**src/rtl/dso_pkg.sv**
```systemverilog
// Shared definitions for the DSO SPI slave-select arbiter.
package dso_pkg;

  // Slave-select codes decoded at top level into the individual ss_n lines
  localparam logic [2:0] SS_TRIG = 3'd0;
  localparam logic [2:0] SS_CH1  = 3'd1;
  localparam logic [2:0] SS_CH2  = 3'd2;
  localparam logic [2:0] SS_CH3  = 3'd3;
  localparam logic [2:0] SS_EEP  = 3'd4;
  localparam logic [2:0] SS_NONE = 3'd7;

  typedef enum logic [1:0] {
    StIdle,
    StLaunch,
    StWait,
    StGap
  } arb_state_t;

  // Codes above SS_EEP have no slave behind them
  function automatic logic ss_valid(input logic [2:0] code);
    return code <= SS_EEP;
  endfunction

endpackage

```
**src/rtl/rr_pick.sv**
```systemverilog
// Combinational round-robin picker: first set request at or after ptr, with wrap.
module rr_pick #(
  parameter int unsigned NUM_REQ = 3,
  localparam int unsigned PW = (NUM_REQ > 1) ? $clog2(NUM_REQ) : 1
) (
  input  logic [NUM_REQ-1:0] req,
  input  logic [PW-1:0]      ptr,
  output logic [NUM_REQ-1:0] onehot,
  output logic [PW-1:0]      idx,
  output logic               valid
);

  localparam logic [PW:0] NREQ_W = (PW+1)'(NUM_REQ);

  // Scan candidates ptr, ptr+1, ... mod NUM_REQ; keep the first hit
  always_comb begin
    logic [PW:0]   sum;
    logic [PW-1:0] cand;
    onehot = '0;
    idx    = '0;
    valid  = 1'b0;
    sum    = '0;
    cand   = '0;
    for (int k = 0; k < NUM_REQ; k++) begin
      sum = {1'b0, ptr} + (PW+1)'(k);
      if (sum >= NREQ_W) sum = sum - NREQ_W;
      cand = sum[PW-1:0];
      if (!valid && req[cand]) begin
        valid        = 1'b1;
        onehot[cand] = 1'b1;
        idx          = cand;
      end
    end
  end

endmodule

```
**src/rtl/spi_ss_arbiter.sv**
```systemverilog
// Shares one SPI master between NUM_REQ requesters, one 16-bit frame at a time.
module spi_ss_arbiter
  import dso_pkg::*;
#(
  parameter int unsigned NUM_REQ = 3,
  parameter int unsigned GAP_CYC = 4,
  parameter int unsigned TO_CYC  = 4096
) (
  input  logic                   clk,
  input  logic                   rst_n,
  input  logic [NUM_REQ-1:0]     req,
  input  logic [16*NUM_REQ-1:0]  req_cmd,
  input  logic [3*NUM_REQ-1:0]   req_ss,
  output logic [NUM_REQ-1:0]     gnt,
  output logic [NUM_REQ-1:0]     req_done,
  output logic                   req_err,
  output logic [15:0]            resp_data,
  output logic                   busy,
  output logic                   wrt_SPI,
  output logic [15:0]            SPI_cmd,
  input  logic                   SPI_done,
  input  logic [15:0]            SPI_data,
  output logic [2:0]             ss
);

  localparam int unsigned PW = (NUM_REQ > 1) ? $clog2(NUM_REQ) : 1;
  localparam int unsigned TW = $clog2(TO_CYC);
  localparam int unsigned GW = $clog2(GAP_CYC + 1);
  localparam logic [TW-1:0] TO_MAX   = TW'(TO_CYC - 1);
  localparam logic [GW-1:0] GAP_MAX  = GW'(GAP_CYC - 1);
  localparam logic [PW-1:0] LAST_REQ = PW'(NUM_REQ - 1);

  arb_state_t          state_q, state_d;
  logic [NUM_REQ-1:0]  gnt_q, gnt_d, done_q, done_d;
  logic                err_q, err_d, wrt_q, wrt_d;
  logic [15:0]         resp_q, resp_d, cmd_q, cmd_d;
  logic [2:0]          ss_q, ss_d;
  logic [PW-1:0]       ptr_q, ptr_d, win_q, win_d;
  logic [TW-1:0]       to_q, to_d;
  logic [GW-1:0]       gap_q, gap_d;

  logic [NUM_REQ-1:0]  win_oh;
  logic [PW-1:0]       win_idx;
  logic                win_vld;
  logic [15:0]         win_cmd;
  logic [2:0]          win_ss;

  // A requester still holding req in its bad-code done cycle must not win again
  rr_pick #(
    .NUM_REQ (NUM_REQ)
  ) u_rr_pick (
    .req    (req & ~gnt_q),
    .ptr    (ptr_q),
    .onehot (win_oh),
    .idx    (win_idx),
    .valid  (win_vld)
  );

  assign win_cmd = req_cmd[16*win_idx +: 16];
  assign win_ss  = req_ss[3*win_idx +: 3];

  // Next-state and registered-output logic
  always_comb begin
    state_d = state_q;
    gnt_d   = gnt_q;
    done_d  = '0;
    err_d   = 1'b0;
    wrt_d   = 1'b0;
    resp_d  = resp_q;
    cmd_d   = cmd_q;
    ss_d    = ss_q;
    ptr_d   = ptr_q;
    win_d   = win_q;
    to_d    = to_q;
    gap_d   = gap_q;
    unique case (state_q)
      StIdle: begin
        gnt_d = '0;
        if (win_vld) begin
          gnt_d = win_oh;
          win_d = win_idx;
          if (!ss_valid(win_ss)) begin
            // No slave to talk to: report the error, leave ss where it was
            done_d = win_oh;
            err_d  = 1'b1;
            ptr_d  = (win_idx == LAST_REQ) ? '0 : win_idx + 1'b1;
          end else begin
            cmd_d   = win_cmd;
            ss_d    = win_ss;
            state_d = StLaunch;
          end
        end
      end
      StLaunch: begin
        wrt_d   = 1'b1;
        to_d    = '0;
        state_d = StWait;
      end
      StWait: begin
        if (SPI_done) begin
          resp_d  = SPI_data;
          done_d  = gnt_q;
          gap_d   = '0;
          state_d = StGap;
        end else if (to_q == TO_MAX) begin
          done_d  = gnt_q;
          err_d   = 1'b1;
          gap_d   = '0;
          state_d = StGap;
        end else begin
          to_d = to_q + 1'b1;
        end
      end
      StGap: begin
        // ss deliberately keeps its value so the ss_n decode never glitches
        if (gap_q == GAP_MAX) begin
          gnt_d   = '0;
          ptr_d   = (win_q == LAST_REQ) ? '0 : win_q + 1'b1;
          state_d = StIdle;
        end else begin
          gap_d = gap_q + 1'b1;
        end
      end
      default: state_d = StIdle;
    endcase
  end

  // State and output registers
  always_ff @(posedge clk or negedge rst_n) begin
    if (!rst_n) begin
      state_q <= StIdle;
      gnt_q   <= '0;
      done_q  <= '0;
      err_q   <= 1'b0;
      wrt_q   <= 1'b0;
      resp_q  <= '0;
      cmd_q   <= '0;
      ss_q    <= SS_NONE;
      ptr_q   <= '0;
      win_q   <= '0;
      to_q    <= '0;
      gap_q   <= '0;
    end else begin
      state_q <= state_d;
      gnt_q   <= gnt_d;
      done_q  <= done_d;
      err_q   <= err_d;
      wrt_q   <= wrt_d;
      resp_q  <= resp_d;
      cmd_q   <= cmd_d;
      ss_q    <= ss_d;
      ptr_q   <= ptr_d;
      win_q   <= win_d;
      to_q    <= to_d;
      gap_q   <= gap_d;
    end
  end

  assign gnt       = gnt_q;
  assign req_done  = done_q;
  assign req_err   = err_q;
  assign resp_data = resp_q;
  assign wrt_SPI   = wrt_q;
  assign SPI_cmd   = cmd_q;
  assign ss        = ss_q;
  assign busy      = (state_q != StIdle);

endmodule

```
**config.mk**
```make
export PLATFORM = sky130hd
export DESIGN_NAME = spi_ss_arbiter
export DESIGN_NICKNAME = d
export VERILOG_FILES = /design/src/rtl/dso_pkg.sv /design/src/rtl/rr_pick.sv /design/src/rtl/spi_ss_arbiter.sv
export SDC_FILE = /design/constraint.sdc
export NUM_CORES = 1
export LEC_CHECK = 0
export CAP_MARGIN = 20
export CORE_UTILIZATION = 30
export CTS_CLUSTER_DIAMETER = 200
export DETAILED_ROUTE_END_ITERATION = 8
export PLACE_DENSITY = 0.54
export SETUP_SLACK_MARGIN = 0.3
export SLEW_MARGIN = 20
export SYNTH_ARGS = -nofsm -noshare
export SYNTH_HDL_FRONTEND = slang
export SYNTH_SLANG_ARGS = --single-unit
```
**constraint.sdc**
```tcl
create_clock -name clk -period 3.2 [get_ports clk]
set_input_delay 0.64 -clock clk [delete_from_list [all_inputs] [get_ports clk]]
set_output_delay 0.64 -clock clk [all_outputs]
set_load 0.005 [all_outputs]
```
==> impl_results.md <==
- Total detailed-routing wirelength: 9.127 mm
- Die ar.: 12630 µm²
- Synthesized area per cell: 10.50 µm²
- Status: completed
- FF-to-FF End: SPI_cmd[2]
- Mapped Area: 3655 µm²
- CTS tree: built
- Pleak: 2.303 nW
- Slew of the pin with the lowest slew margin: 0.6901 ns
- Fmax: 0.3510 GHz
- CP arrival: 3.06 ns
- Post-synth top flop: dfrtp_1
- Mux contribution to synthesized area: 18.79%
- Period minus WS final: 2.849 ns
- Synthesis-stage register bit count: 64
- Synth area leaders: dfrtp_1 (42%), mux2_2 (8.9%), mux2i_1 (5.8%)
- Clk_lat worst skew: 0.33 ns
- Setup_tns: 0 ns
- WL/cell: 14.46 µm
- VDD IR max: 0.3083 mV
- Sink Count: 64
- Post-synth top cells: dfrtp_1 (61), nor2_1 (42), mux2_2 (29), a21oi_1 (26), nand2_1 (23)
- Seq/Total Area, Yosys: 43.92%
- Site Rows: 39
- Starting DRC count in detailed routing: 139
- Num CTS Buffers: 9
- DRT antenna net count: 0
- Worst Setup Path Type: in -> reg
- Fraction of layout cells with a size suffix above 1: 17.83%
- Req. time, crit path: 3.42 ns
- Async SR Flop Fraction: 100.0%
- Hold buffers post-CTS: 0
- Fin crit share: 89.04%
- Cells after DPL: 608
- Clk slew on worst S/H paths: 0.06 ns
- Netlist cell types: 55
- CTS Root Buffer Type: clkbuf_16
- CP cell instances: clkdlybuf4s50_1 > and3b_1 > a2111o_1 > a21o_1 > a31oi_4 > nor3b_2 > nor3_4 > buf_12 > buf_12 > mux2_2
- CP max FO: 9
- Proportion of netlist area held by the largest area contributor: 41.77%
- Fin nets: 573
- Compound-gate portion of the synthesized area: 14.38%
- Rel. slew slack: 53.88%
- Via count: 3062
- Critical R2R Launch: ptr_q[1]
- Cell with the most instances after synthesis: dfrtp_1
- R2R Setup Slk: 0.39 ns
- # DRC: 0
- Post-layout util: 46.98%
- Ant. Diodes: 0
- Setup violators final: 0
- Max Slew Vio Count: 0
- Area Overhead vs Synth: 49.91%
- Setup crit start kind: input port
- Remaining Overflow, GRT: 0
- Crit-path slowest cell: clkdlybuf4s50_1
- First-pass GRT wire length: 15.06 mm
- Largest net degree at the start of global routing: 46
- Max-Cap Viols: 0
- Initial Util: 31.34%
- Initial antenna violation count: 0
- Vias in the first global route: 3140
- Gr usage total: 15.01%
- Synth area leader: dfrtp_1
- Post-synthesis xor/xnor area fraction: 1.678%
- Die W: 112.4 µm
- Skew final: 0.007794 ns
- R2R cell count: 10
- Final worst slack: 0.3506 ns
- Die Height: 112.4 µm
- Syn_nets: 438
- Post-Synth Simple-Gate Area: 14.28%
- Pwr per Cell Area: 928.4 nW/µm²
- Port Buffers: 122
- Synth Area in Adders: 3.766%
- Detailed Place HPWL: 6.798 mm
- Largest family of logic cells by synthesized area: multiplexers
- Final Hold Viols: 0
- Final non-filler cell total: 631
- CP Capture Type: flip-flop
- Yosys Warn Count: 0
- Hold crit path type: in -> async
- RSZ-0062 raised after global routing: no
- CP peak stage delay: 0.46 ns
- Core Box Area: 11660 µm²
- Setup WS pre-CTS: 0.01047 ns
- CP most frequent cell: buf_12
- IO Pins: 123
- # H-tree levels: 3
- Pre-antenna DRT Iters: 4
- RePlAce Congestion: 0.8338
- Drt via density: 4.853
- Number of flops mapped to enable cells by yosys: 0
- Cells after synthesis: 348
- Bufs on Longest Clock Path: 2
-- power by group --
part           internal, mW  switching (mW)  leakage, nW  total [mW]
Combinational          1.59            1.17         1.36        2.75
Sequential             1.16           0.216        0.793        1.38
Clock                 0.603           0.354        0.150       0.957
Total                  3.35            1.74         2.30        5.09
-- cells by family (layout without fill, tap and decap cells) --
logic type / count (synthesis) / after routing
AOI/OAI and AO/OA: 78 / 78
xor gates and xnor gates: 7 / 7
adders and majority gates: 11 / 11
buffers and inverters: 25 / 165
DFF: 64 / 64
muxes: 60 / 60
and+or+nand+nor: 103 / 103
-- stage by stage --
| step | cell area [µm²] | hold slack (ns) | total power, mW |
|---|---|---|---|
| after floorplan | 3655 | 0.3444 | 2.929 |
| after global placement | 5071 | 0.4826 | 3.981 |
| after detailed placement | 5071 | 0.4855 | 3.997 |
| after CTS | 5428 | 0.4989 | 5.094 |
| after global routing | 5479 | 0.3692 | 5.464 |
| final | 5479 | 0.3187 | 5.087 |
-- registers in the layout (all words and copies together), names as in the netlist --
register	count
resp_data	16
req_done	3
SPI_cmd	16
ptr_q	2
wrt_SPI	1
win_q	2
to_q	12
state_q	2
ss	3
gap_q	3
gnt	3
req_err	1
-- worst max-delay path by stage --
stage / end / slack (ns) / from
2_1_floorplan: SPI_cmd[10] / 0.37 / ptr_q[0]
3_3_place_gp: state_q[1] / 0.07 / req[2]
3_5_place_dp: SPI_cmd[3] / 0.01 / req[2]
4_1_cts: SPI_cmd[4] / 0.36 / ptr_q[0]
5_1_grt: SPI_cmd[5] / 0.30 / req[1]
6_report: SPI_cmd[2] / 0.35 / req[1]
-- routing by layer --
layer	wire (µm)	GRT usage, %	up-vias
li1	-	-	1531
met1	4117	18.88	1418
met2	4181	24.02	103
met3	733	5.616	10
met4	95	4.533	0
met5	0	0	-
-- area by class of cell --
cell class / instances / area (µm²)
clock buffers: 9 / 225.2
clock inverters: 7 / 71.32
fillers: 1097 / 6183
inverters: 10 / 37.54
repair buffers: 139 / 1404
well taps: 143 / 178.9
flip-flops and latches: 64 / 1607
multi-input cells: 259 / 1956
-- placed cells by master, fill, tap and decap left out, types with 4 or more instances in the layout --
| cell type | count |
|---|---|
| clkdlybuf4s50_1 | 121 |
| dfrtp_1 | 60 |
| nor2_1 | 42 |
| mux2_2 | 29 |
| a21oi_1 | 26 |
| nand2_1 | 23 |
| mux2i_1 | 21 |
| o21ai_0 | 15 |
| buf_4 | 14 |
| mux2_4 | 10 |
| inv_1 | 9 |
| ha_1 | 9 |
| clkbuf_16 | 9 |
| nand2b_1 | 7 |
| a22o_1 | 7 |
| xor2_1 | 6 |
| nand4_1 | 5 |
| nor2b_1 | 4 |
| a21o_1 | 4 |
-- worst max-delay path, delay by kind of cell --
family,cells,cell delay [ns]
buffers and inverters,3,0.73
multiplexers,1,0.33
AND/OR/NAND/NOR,3,0.52
AO/OA/AOI/OAI,3,0.84
-- what timing repair did --
action,4_1_cts,5_1_grt
setup endpoints to repair,21,21
setup buffers,1,5
gates cloned,1,0
pin swaps,1,5
gates resized for setup,3,4
No activity file was read; power rests on OpenSTA's default activity.
